File: config.mk
export PLATFORM = sky130hd
export DESIGN_NAME = alu_test_sequencer
export DESIGN_NICKNAME = d
export VERILOG_FILES = /design/src/rtl/alu_seq_pkg.sv /design/src/rtl/alu_seq_btn_sync.sv /design/src/rtl/alu_test_sequencer.sv
export SDC_FILE = /design/constraint.sdc
export NUM_CORES = 1
export LEC_CHECK = 0
export ABC_AREA = 0
export CAP_MARGIN = 10
export CORE_ASPECT_RATIO = 1.5
export CORE_MARGIN = 10
export CORE_UTILIZATION = 37
export DETAILED_ROUTE_END_ITERATION = 10
export PLACE_DENSITY = 0.58
export RECOVER_POWER = 100
export SYNTH_ARGS = -nofsm -noshare
export SYNTH_HDL_FRONTEND = slang
export SYNTH_SLANG_ARGS = --single-unit
File: constraint.sdc
create_clock -name clk_i -period 1.9 [get_ports clk_i]
set_clock_uncertainty 0.2 [all_clocks]
set_input_delay 0.285 -clock clk_i [delete_from_list [all_inputs] [get_ports clk_i]]
set_output_delay 0.285 -clock clk_i [all_outputs]
set_load 0.005 [all_outputs]
File: src/rtl/alu_seq_pkg.sv
// ============================================================================
//  Module      : alu_seq_pkg
//  Description : Shared state encoding, opcode table and constants for the
//                ALU test sequencer.
//  Revision    : 1.0 - initial release
// ============================================================================
`default_nettype none

package alu_seq_pkg;

  typedef enum logic [1:0] {
    IDLE  = 2'd0,
    AUTO  = 2'd1,
    PAUSE = 2'd2,
    DONE  = 2'd3
  } seq_state_t;

  localparam logic [3:0] SUB_OP       = 4'b0110;
  localparam int         DEBOUNCE_CYC = 1_000_000;

  // Entry i sits at bits [4*i +: 4]: AND, OR, ADD, SUB, SLTU, SLR, SLL, SRA.
  localparam logic [31:0] OP_TABLE = {
    4'b1001, 4'b1000, 4'b0111, 4'b0101,
    4'b0110, 4'b0010, 4'b0001, 4'b0000
  };

  function automatic logic [3:0] op_lookup(input logic [2:0] idx);
    return OP_TABLE[{idx, 2'b00} +: 4];
  endfunction

endpackage

`default_nettype wire

File: src/rtl/alu_seq_btn_sync.sv
// ============================================================================
//  Module      : alu_seq_btn_sync
//  Description : Push-button synchronizer, optional debouncer (macro
//                ALU_SEQ_DEBOUNCE_EN) and rising-edge detector -> step_p.
//  Revision    : 1.0 - initial release
// ============================================================================
`default_nettype none

module alu_seq_btn_sync
  import alu_seq_pkg::*;
(
  input  logic clk,
  input  logic rst,
  input  logic btn,
  output logic step_p
);

  logic [1:0] sync;
  logic       level;
  logic       level_q;
  logic       step_q;

  always_ff @(posedge clk or posedge rst) begin
    if (rst) begin
      sync <= 2'b00;
    end else begin
      sync <= {sync[0], btn};
    end
  end

`ifdef ALU_SEQ_DEBOUNCE_EN
  localparam int DB_W = $clog2(DEBOUNCE_CYC);
  localparam logic [DB_W-1:0] DB_LAST = DB_W'(DEBOUNCE_CYC - 1);

  logic [DB_W-1:0] db_cnt;
  logic            db_level;

  // Level follows the synchronized input only after it has differed for the full window.
  always_ff @(posedge clk or posedge rst) begin
    if (rst) begin
      db_cnt   <= '0;
      db_level <= 1'b0;
    end else if (sync[1] == db_level) begin
      db_cnt <= '0;
    end else if (db_cnt == DB_LAST) begin
      db_level <= sync[1];
      db_cnt   <= '0;
    end else begin
      db_cnt <= db_cnt + 1'b1;
    end
  end

  assign level = db_level;
`else
  assign level = sync[1];
`endif

  always_ff @(posedge clk or posedge rst) begin
    if (rst) begin
      level_q <= 1'b0;
      step_q  <= 1'b0;
    end else begin
      level_q <= level;
      step_q  <= level & ~level_q;
    end
  end

  assign step_p = step_q;

endmodule

`default_nettype wire

File: src/rtl/alu_test_sequencer.sv
// ============================================================================
//  Module      : alu_test_sequencer
//  Description : Walks addrb x addra x opcode for the ALU demo, auto-dwell or
//                push-button stepping. Optional debounce: ALU_SEQ_DEBOUNCE_EN.
//  Revision    : 1.0 - initial release
// ============================================================================
`default_nettype none

module alu_test_sequencer
  import alu_seq_pkg::*;
#(
  parameter int DWELL  = 50_000_000,
  parameter int ADDR_W = 3,
  parameter int OP_CNT = 8
) (
  input  logic                  clk_i,
  input  logic                  rst_i,
  input  logic                  run_i,
  input  logic                  step_i,
  output logic [ADDR_W-1:0]     addra_o,
  output logic [ADDR_W-1:0]     addrb_o,
  output logic [3:0]            operacion_o,
  output logic                  invert_o,
  output logic                  c_o,
  output logic [2*ADDR_W+2:0]   index_o,
  output logic                  adv_o,
  output logic                  done_o
);

  localparam int                CNT_W      = $clog2(DWELL);
  localparam logic [CNT_W-1:0]  DWELL_LAST = CNT_W'(DWELL - 1);
  localparam logic [ADDR_W-1:0] ADDR_MAX   = '1;
  localparam logic [2:0]        OP_LAST    = 3'(OP_CNT - 1);

  seq_state_t        state, state_n;
  logic [CNT_W-1:0]  cnt, cnt_n;
  logic [ADDR_W-1:0] addra, addra_n;
  logic [ADDR_W-1:0] addrb, addrb_n;
  logic [2:0]        op_idx, op_n;
  logic              adv, adv_n;
  logic              do_adv;
  logic              is_last;
  logic [1:0]        run_sync;
  logic              run_s;
  logic              step_p;

  alu_seq_btn_sync u_btn_sync (
    .clk    (clk_i),
    .rst    (rst_i),
    .btn    (step_i),
    .step_p (step_p)
  );

  always_ff @(posedge clk_i or posedge rst_i) begin
    if (rst_i) begin
      run_sync <= 2'b00;
    end else begin
      run_sync <= {run_sync[0], run_i};
    end
  end

  assign run_s   = run_sync[1];
  assign is_last = (addrb == ADDR_MAX) && (addra == ADDR_MAX) && (op_idx == OP_LAST);

  always_comb begin
    state_n = state;
    cnt_n   = cnt;
    addra_n = addra;
    addrb_n = addrb;
    op_n    = op_idx;
    adv_n   = 1'b0;
    do_adv  = 1'b0;

    case (state)
      IDLE: begin
        if (run_s) begin
          state_n = AUTO;
          cnt_n   = '0;
        end else if (step_p) begin
          state_n = PAUSE;
        end
      end
      AUTO: begin
        if (!run_s) begin
          state_n = PAUSE;
        end else if (cnt == DWELL_LAST) begin
          if (is_last) begin
            state_n = DONE;
          end else begin
            do_adv = 1'b1;
            cnt_n  = '0;
          end
        end else begin
          cnt_n = cnt + 1'b1;
        end
      end
      PAUSE: begin
        // A run request wins over a coincident step; the frozen count resumes.
        if (run_s) begin
          state_n = AUTO;
        end else if (step_p) begin
          if (is_last) begin
            state_n = DONE;
          end else begin
            do_adv = 1'b1;
          end
        end
      end
      DONE: begin
        if (!run_s) begin
          state_n = IDLE;
          cnt_n   = '0;
          addra_n = '0;
          addrb_n = '0;
          op_n    = '0;
        end
      end
      default: state_n = IDLE;
    endcase

    if (do_adv) begin
      adv_n   = 1'b1;
      addrb_n = addrb + 1'b1;
      if (addrb == ADDR_MAX) begin
        addra_n = addra + 1'b1;
        if (addra == ADDR_MAX) begin
          op_n = (op_idx == OP_LAST) ? 3'd0 : op_idx + 3'd1;
        end
      end
    end
  end

  always_ff @(posedge clk_i or posedge rst_i) begin
    if (rst_i) begin
      state  <= IDLE;
      cnt    <= '0;
      addra  <= '0;
      addrb  <= '0;
      op_idx <= '0;
      adv    <= 1'b0;
    end else begin
      state  <= state_n;
      cnt    <= cnt_n;
      addra  <= addra_n;
      addrb  <= addrb_n;
      op_idx <= op_n;
      adv    <= adv_n;
    end
  end

  assign addra_o     = addra;
  assign addrb_o     = addrb;
  assign operacion_o = op_lookup(op_idx);
  assign invert_o    = (operacion_o == SUB_OP);
  assign c_o         = (operacion_o == SUB_OP);
  assign index_o     = {op_idx, addra, addrb};
  assign adv_o       = adv;
  assign done_o      = (state == DONE);

endmodule

`default_nettype wire

# [Word level (Yosys, flattened, before mapping)]
# Cells that the tools add are included.
[totals] regBits=44 out_inout_bits=23 word_cells=76
[op_classes] add_sub_neg=4 n_eq_ne=16 shifts=1 n_mux=35 n_bitwise=2 n_reduce_logical=8
[ops] op="2-to-1 mux 26 bit" count=5
[ops] op="case mux 26 bit (3 select lines)" count=1
[ops] op="2-to-1 mux 3 bit" count=13
[ops] op="variable part select 32 x 6 -> 4 bit, first input constant" count=1
[ops] op="adder 26 x 1 -> 26 bit, second input constant" count=1
[ops] op="== test 26 bit, second input constant" count=1
[ops] op="2-to-1 mux 2 bit" count=8
[ops] op="adder 3 x 1 -> 3 bit, second input constant" count=3
[ops] op="== test 3 bit, second input constant" count=3
[ops] op="inequality test 2 bit, second input constant" count=4
[ops] op="case mux 2 bit (4 select lines)" count=1
[ops] op="2-to-1 mux 1 bit" count=6
[ops] op="inequality test 3 x 2 -> 1 bit, second input constant" count=2
[ops] op="inequality test 3 bit, second input constant" count=2
[ops] op="AND reduction 5 bit" count=1
[ops] op="== test 2 bit, second input constant" count=2
[ops] op="== test 4 x 3 -> 1 bit, second input constant" count=1
[ops] op="AND reduction 4 bit" count=1
[ops] op="nonzero test 3 bit" count=1
[ops] op="== test 2 x 1 -> 1 bit, second input constant" count=1
[ops] op="logical AND 1 bit" count=2
[ops] op="zero test 2 bit" count=1
[ops] op="case mux 1 bit (2 select lines)" count=1
[ops] op="AND reduction 2 bit" count=1
[ops] op="other kinds (3)" count=3

# [Longest topological paths before layout]
# Gate-level depths: netlist (run 1).
[depth] ltp_word=9 mapped_depth=9

# [Cells and area by module]
# A second synthesis (run 1) with hierarchy kept.
[hier_totals] cells_unflattened=293 hier_area_um2=2791.4
[modules_own_cells] mod="alu_test_sequencer" instances=1 cells_each=287 area_each_um2=2673.8 seq_area_each_um2=1001.0
[modules_own_cells] mod="alu_seq_btn_sync" instances=1 cells_each=6 area_each_um2=117.6 seq_area_each_um2=100.1

# [Worst setup path after synthesis (run 1)]
# No wires, ideal clock.
[synth_timing] path_kind="register to register" start="reg state[0]" end="reg cnt[11]" setup_time_ns=0.082 t_arrival_ns=1.807 setup_slack_ns=-0.189 stages_incl_launch_ff=9 path_cell_list="dfrtp_1 -> ha_1 -> nand2b_1 -> nor3b_1 -> a21boi_1 -> buf_4 -> buf_6 -> o21ai_0 -> a31oi_1"
[synth_via] elab_chain_cells=3
[synth_rtl] item="from (decl)" line_no="alu_test_sequencer.sv:35" rtl="seq_state_t state, state_n;"
[synth_rtl] item="from (signal assigned)" line_no="alu_test_sequencer.sv:142" rtl="state <= state_n;"
[synth_rtl] item="== test 2 bit (*)"
[synth_rtl] item="named net done_o" line_no="alu_test_sequencer.sv:27" rtl="output logic done_o"
[synth_rtl] item="inequality test 2 bit (no source line) or nonzero test 3 bit (tied branches)"
[synth_rtl] item="AND reduction 5 bit (no source line)"
[synth_rtl] item="to (signal assigned)" line_no="alu_test_sequencer.sv:143" rtl="cnt <= cnt_n;"
[synth_rtl] item="to (decl)" line_no="alu_test_sequencer.sv:36" rtl="logic [CNT_W-1:0] cnt, cnt_n;"
# Mark *: on every way through the listed nets, which the timed path passes. The rest lies on a longest branch.
# A chain may end at the register's enable or synchronous reset.

# [Final worst setup path (run 1)]
[layout_timing] start="reg state[0]" end="reg cnt[6]"
[layout_via] elab_chain_cells=3
[layout_rtl] item="== test 2 x 1 -> 1 bit, or another cell as far along" line_no="alu_test_sequencer.sv:74" rtl="case (state)"
[layout_rtl] item="inequality test 3 bit (no source line), or another cell as far along"
[layout_rtl] item="AND reduction 5 bit (no source line)"
# Several ways; a longest one is shown, not always the timed one.

==> impl_metrics.csv, run 1 <==
group,metric,value,unit
status,status,"finished, violations left",
status,violations,"negative setup slack",
synthesis,synth_ff_type,"dfrtp_1",
worst_setup_path,critical_path.cell_chain,"buf_6 > ha_4 > or3_4 > a21oi_4 > o21ai_2 > buf_6 > a21o_1 > a22o_1",
power_and_ir_drop,switching_share,33.99,%
clock_tree,cts_tree,"built",
cells_and_area,area_growth,49.30,%
worst_hold_path,min_path_cells,0,
sta,period_share,113.0,%
drt,firstDrtPassIters,4,
place,dp_hpwl,5701,microns
worst_setup_path,worstSetupEndpointType,"flip-flop",
cells_and_area,fin_nets,422,
worst_setup_path,max_stage_delay,0.44,ns
cells_and_area,final_core_util,57.19,%
drt,drt_iter0_drc,77,
power_and_ir_drop,irDropWorstVdd,0.0004737,V
sta,max_freq,466.0,MHz
sta,final-setup-viol-count,38,
synthesis,synth_cells,298,
worst_setup_path,required,1.89,ns
sta,slew_headroom,24.06,%
synthesis,synth_edf_count,0,
power_and_ir_drop,switchingPower,0.001210,W
synthesis,synth_nets,316,
clock_tree,cts.clk_slew.worst_paths,0.08,ns
floorplanning,initial_utilization,38.30,%
power_and_ir_drop,p_leak,1.898,nW
sta,period_needed,2.146,ns
place,portBuffers,26,
floorplanning,die-area,0.01147,sq mm
power_and_ir_drop,pwr-share-seq,29.9,%
floorplanning,ioPinCount,27,
power_and_ir_drop,p_per_area,856.0,mW/mm^2
place,place_area,0.003685,sq mm
sta,hold_viol,0,
drt,vias_per_cell,5.216,
drt,drc,0,
drt,vias,2634,
clock_tree,ctsHoldBuffers,0,
power_and_ir_drop,internal_power,0.002351,W
worst_hold_path,min_from,"u_btn_sync.sync[0]",
drt,wire_per_inst,15.40,microns
global_route,grt_max_degree,24,
clock_tree,cts.sinks,44,
worst_setup_path,cpMaxStageDelayCell,"dfrtp_2",
worst_setup_path,crit_path_frequent_cell,"buf_6",
sta,rsz0062_at_grt,"true",
sta,slew_violations,0,
worst_setup_path,reg2regPathDepth,8,
worst_setup_path,start_kind,"flip-flop",
floorplanning,num_rows,38,
global_route,grt_pass1_wl,12800,microns
sta,worst_pin_slew,1.139,ns
worst_setup_path,arrival,2.14,ns
worst_setup_path,criticalPathCategory,"flip-flop to flip-flop",
floorplanning,die_height,126.3,microns
global_route,overflow,0,
worst_setup_path,rr_startpoint,"state[0]",
worst_setup_path,cp.buffers_inverters,2,
global_route,grtUsageTotal,13.28,%
synthesis,yosys_warnings,0,
clock_tree,clockRootBuffer,"clkbuf_8",
worst_setup_path,r2r-end,"cnt[6]",
power_and_ir_drop,clkPwrFrac,20.2,%
flow_run,cap_violations,0,
clock_tree,cts_made_buffers,5,
synthesis,avgSynthCellArea,9.350,sq um
worst_setup_path,critPathTopFamily,"compound AO/OA/AOI/OAI gates",
clock_tree,clockBufferDepth,2,
synthesis,synthArstFlopShare,100.0,%
drt,routed_wl,7779,microns
global_route,grt_pass1_vias,2728,
cells_and_area,drive_above_1_share,40.74,%
worst_hold_path,holdCritPathClass,"flip-flop to flip-flop",
sta,fin_ws,-0.2461,ns
worst_setup_path,cp_max_fo,6,
power_and_ir_drop,total_power,0.003561,W
power_and_ir_drop,p_comb_share,49.9,%
clock_tree,clkLatencyLatePin,0.30,ns
cells_and_area,n_antenna_cell,0,
floorplanning,die_w,90.86,microns
drt,ant_nets,0,
synthesis,yosys_register_bits,44,
synthesis,ys_types,56,
global_route,antenna_found_initial,0,
cells_and_area,final_cell_area,0.004160,sq mm
floorplanning,core_area,0.007274,sq mm
synthesis,netlist_area,0.002786,sq mm
worst_setup_path,r2r_slack,-0.25,ns
worst_hold_path,hold_end,"u_btn_sync.sync[1]",
clock_tree,htree_levels,2,
place,gp_congestion,0.8280,
synthesis,synth-seq-area-share,39.52,%
-- cell usage in the layout, fill, tap and decap left out, types with 3 or more instances in the layout --
cell type / Yosys / layout
nand2_2: 0 / 5
and4_1: 5 / 4
buf_4: 11 / 73
inv_1: 15 / 12
nor3_1: 7 / 7
and3_4: 0 / 3
a21o_1: 5 / 5
nand3_1: 21 / 20
dfrtp_1: 44 / 42
o21ai_2: 2 / 8
ha_2: 0 / 6
clkdlybuf4s50_1: 0 / 9
a21oi_4: 0 / 3
buf_2: 2 / 4
nor2_1: 11 / 8
nand2_1: 35 / 29
mux2i_1: 10 / 10
clkbuf_8: 0 / 5
nor2_2: 0 / 3
xor2_1: 3 / 3
o21ai_0: 13 / 3
a31oi_1: 12 / 11
dlygate4sd3_1: 0 / 9
ha_4: 0 / 7
buf_6: 1 / 6
a211oi_1: 3 / 3
and3_1: 10 / 6
and2_1: 4 / 3
nand4_1: 4 / 4
o21ai_1: 0 / 4
clkbuf_2: 0 / 3
or3_1: 5 / 4
a21oi_1: 15 / 12
a21boi_4: 0 / 3
clkbuf_1: 3 / 6
inv_2: 0 / 3
-- worst max-delay path by stage --
stage             start  endpoint  slack (ns)  depth (start not counted)
3_3_place_gp   state[1]   cnt[17]       -0.19                          9
4_1_cts        state[0]    cnt[6]       -0.20                          8
2_1_floorplan    cnt[1]   cnt[11]        -0.1                          9
6_report       state[0]    cnt[6]       -0.25                          8
5_1_grt        state[0]   cnt[24]       -0.31                          8
3_5_place_dp   state[1]   cnt[17]       -0.23                          9
-- per-stage QoR --
stage | setup WS, ns | std cells | hold slack [ns] | TNS [ns]
after detailed placement | -0.2276 | 484 | 0.1347 | -5.751
after global routing | -0.3080 | 505 | 0.1769 | -9.928
after global placement | -0.1904 | 484 | 0.1372 | -3.735
after floorplan | -0.09910 | 298 | 0.1164 | -1.369
after CTS | -0.1994 | 500 | 0.1528 | -4.765
final | -0.2461 | 505 | 0.1533 | -4.785
-- worst reg2reg max path: cells and delay by family (launching register included) --
family	cells	cell delay, ns
buffers and inverters	2	0.27
adders and majority gates	1	0.17
DFF	1	0.44
and+or+nand+nor	1	0.36
AOI/OAI and AO/OA	4	0.60
-- synthesized netlist by cell type, types with 2 or more instances --
cell	instances	area, sq um
dfrtp_1	44	1101
nand2_1	35	131.4
nand3_1	21	105.1
a21oi_1	15	75.07
inv_1	15	56.30
ha_1	14	175.2
o21ai_0	13	65.06
a31oi_1	12	75.07
buf_4	11	82.58
nor2_1	11	41.29
and3_1	10	62.56
mux2i_1	10	100.1
nor3_1	7	35.03
a21o_1	5	37.54
and4_1	5	43.79
or3_1	5	31.28
and2_1	4	25.02
nand4_1	4	25.02
a211oi_1	3	22.52
a21boi_2	3	33.78
clkbuf_1	3	11.26
nand4_2	3	37.54
xor2_1	3	26.28
a22o_1	2	17.52
buf_2	2	10.01
nand2b_1	2	12.51
nand3b_1	2	15.01
nor3b_1	2	15.01
nor4_2	2	25.02
o21ai_2	2	17.52
or4_1	2	15.01
xnor2_1	2	17.52
-- routing by layer --
| layer | global-route usage (%) | wire [microns] |
|---|---|---|
| met1 | 13.26 | 3016 |
| met2 | 25.42 | 4089 |
| met3 | 2.378 | 312 |
| met4 | 6.753 | 360 |
| met5 | 0 | 0 |
-- what timing repair did --
action | CTS | global route
buffers inserted | 6 | 6
gates cloned | 2 | 0
gates resized for setup | 61 | 39
pin swaps | 15 | 20
setup endpoints to repair | 46 | 45
-- power by group through the flow --
stage	Combinational (W)	Clock (W)	Sequential, W
3_3_place_gp	0.00128	0	0.00107
4_1_cts	0.00158	0.000742	0.00106
2_1_floorplan	0.000733	0	0.00109
5_1_grt	0.00193	0.000772	0.00108
3_5_place_dp	0.00129	0	0.00108
6_report	0.00178	0.000719	0.00107
-- sequential cells by signal (all words and copies together) (netlist names) --
| register | flops |
|---|---|
| addrb_o | 3 |
| op_idx | 3 |
| cnt | 26 |
| adv_o | 1 |
| u_btn_sync.step_p | 1 |
| addra_o | 3 |
| run_sync | 2 |
| state | 2 |
| u_btn_sync.level_q | 1 |
| u_btn_sync.sync | 2 |
-- kinds of logic (layout without fill, tap and decap cells) --
family | after synthesis | count (layout) | synth area share [%]
xor gates and xnor gates | 5 | 5 | 1.572
adders and majority gates | 14 | 14 | 6.287
AOI/OAI and AO/OA | 65 | 65 | 15.27
buffers and inverters | 33 | 140 | 6.690
muxes | 11 | 11 | 3.997
DFF | 44 | 44 | 39.52
and+or+nand+nor | 126 | 126 | 26.67
-- cell type report --
cell class | count | area (sq um)
clock buffer | 6 | 72.57
clock inverter | 2 | 35.03
fill | 640 | 3114
inverter | 15 | 56.30
multi-input combinational | 221 | 1782
sequential | 44 | 1104
tap | 100 | 125.1
timing repair buffer | 117 | 985.9
(Power assumes the default switching activity.)
==> run 2, diff against run 1 <==
- CTS_CLUSTER_SIZE: default -> 40
==> results of run 2 <==
No change in the layout: final DEF, timing and power equal those of run 1.
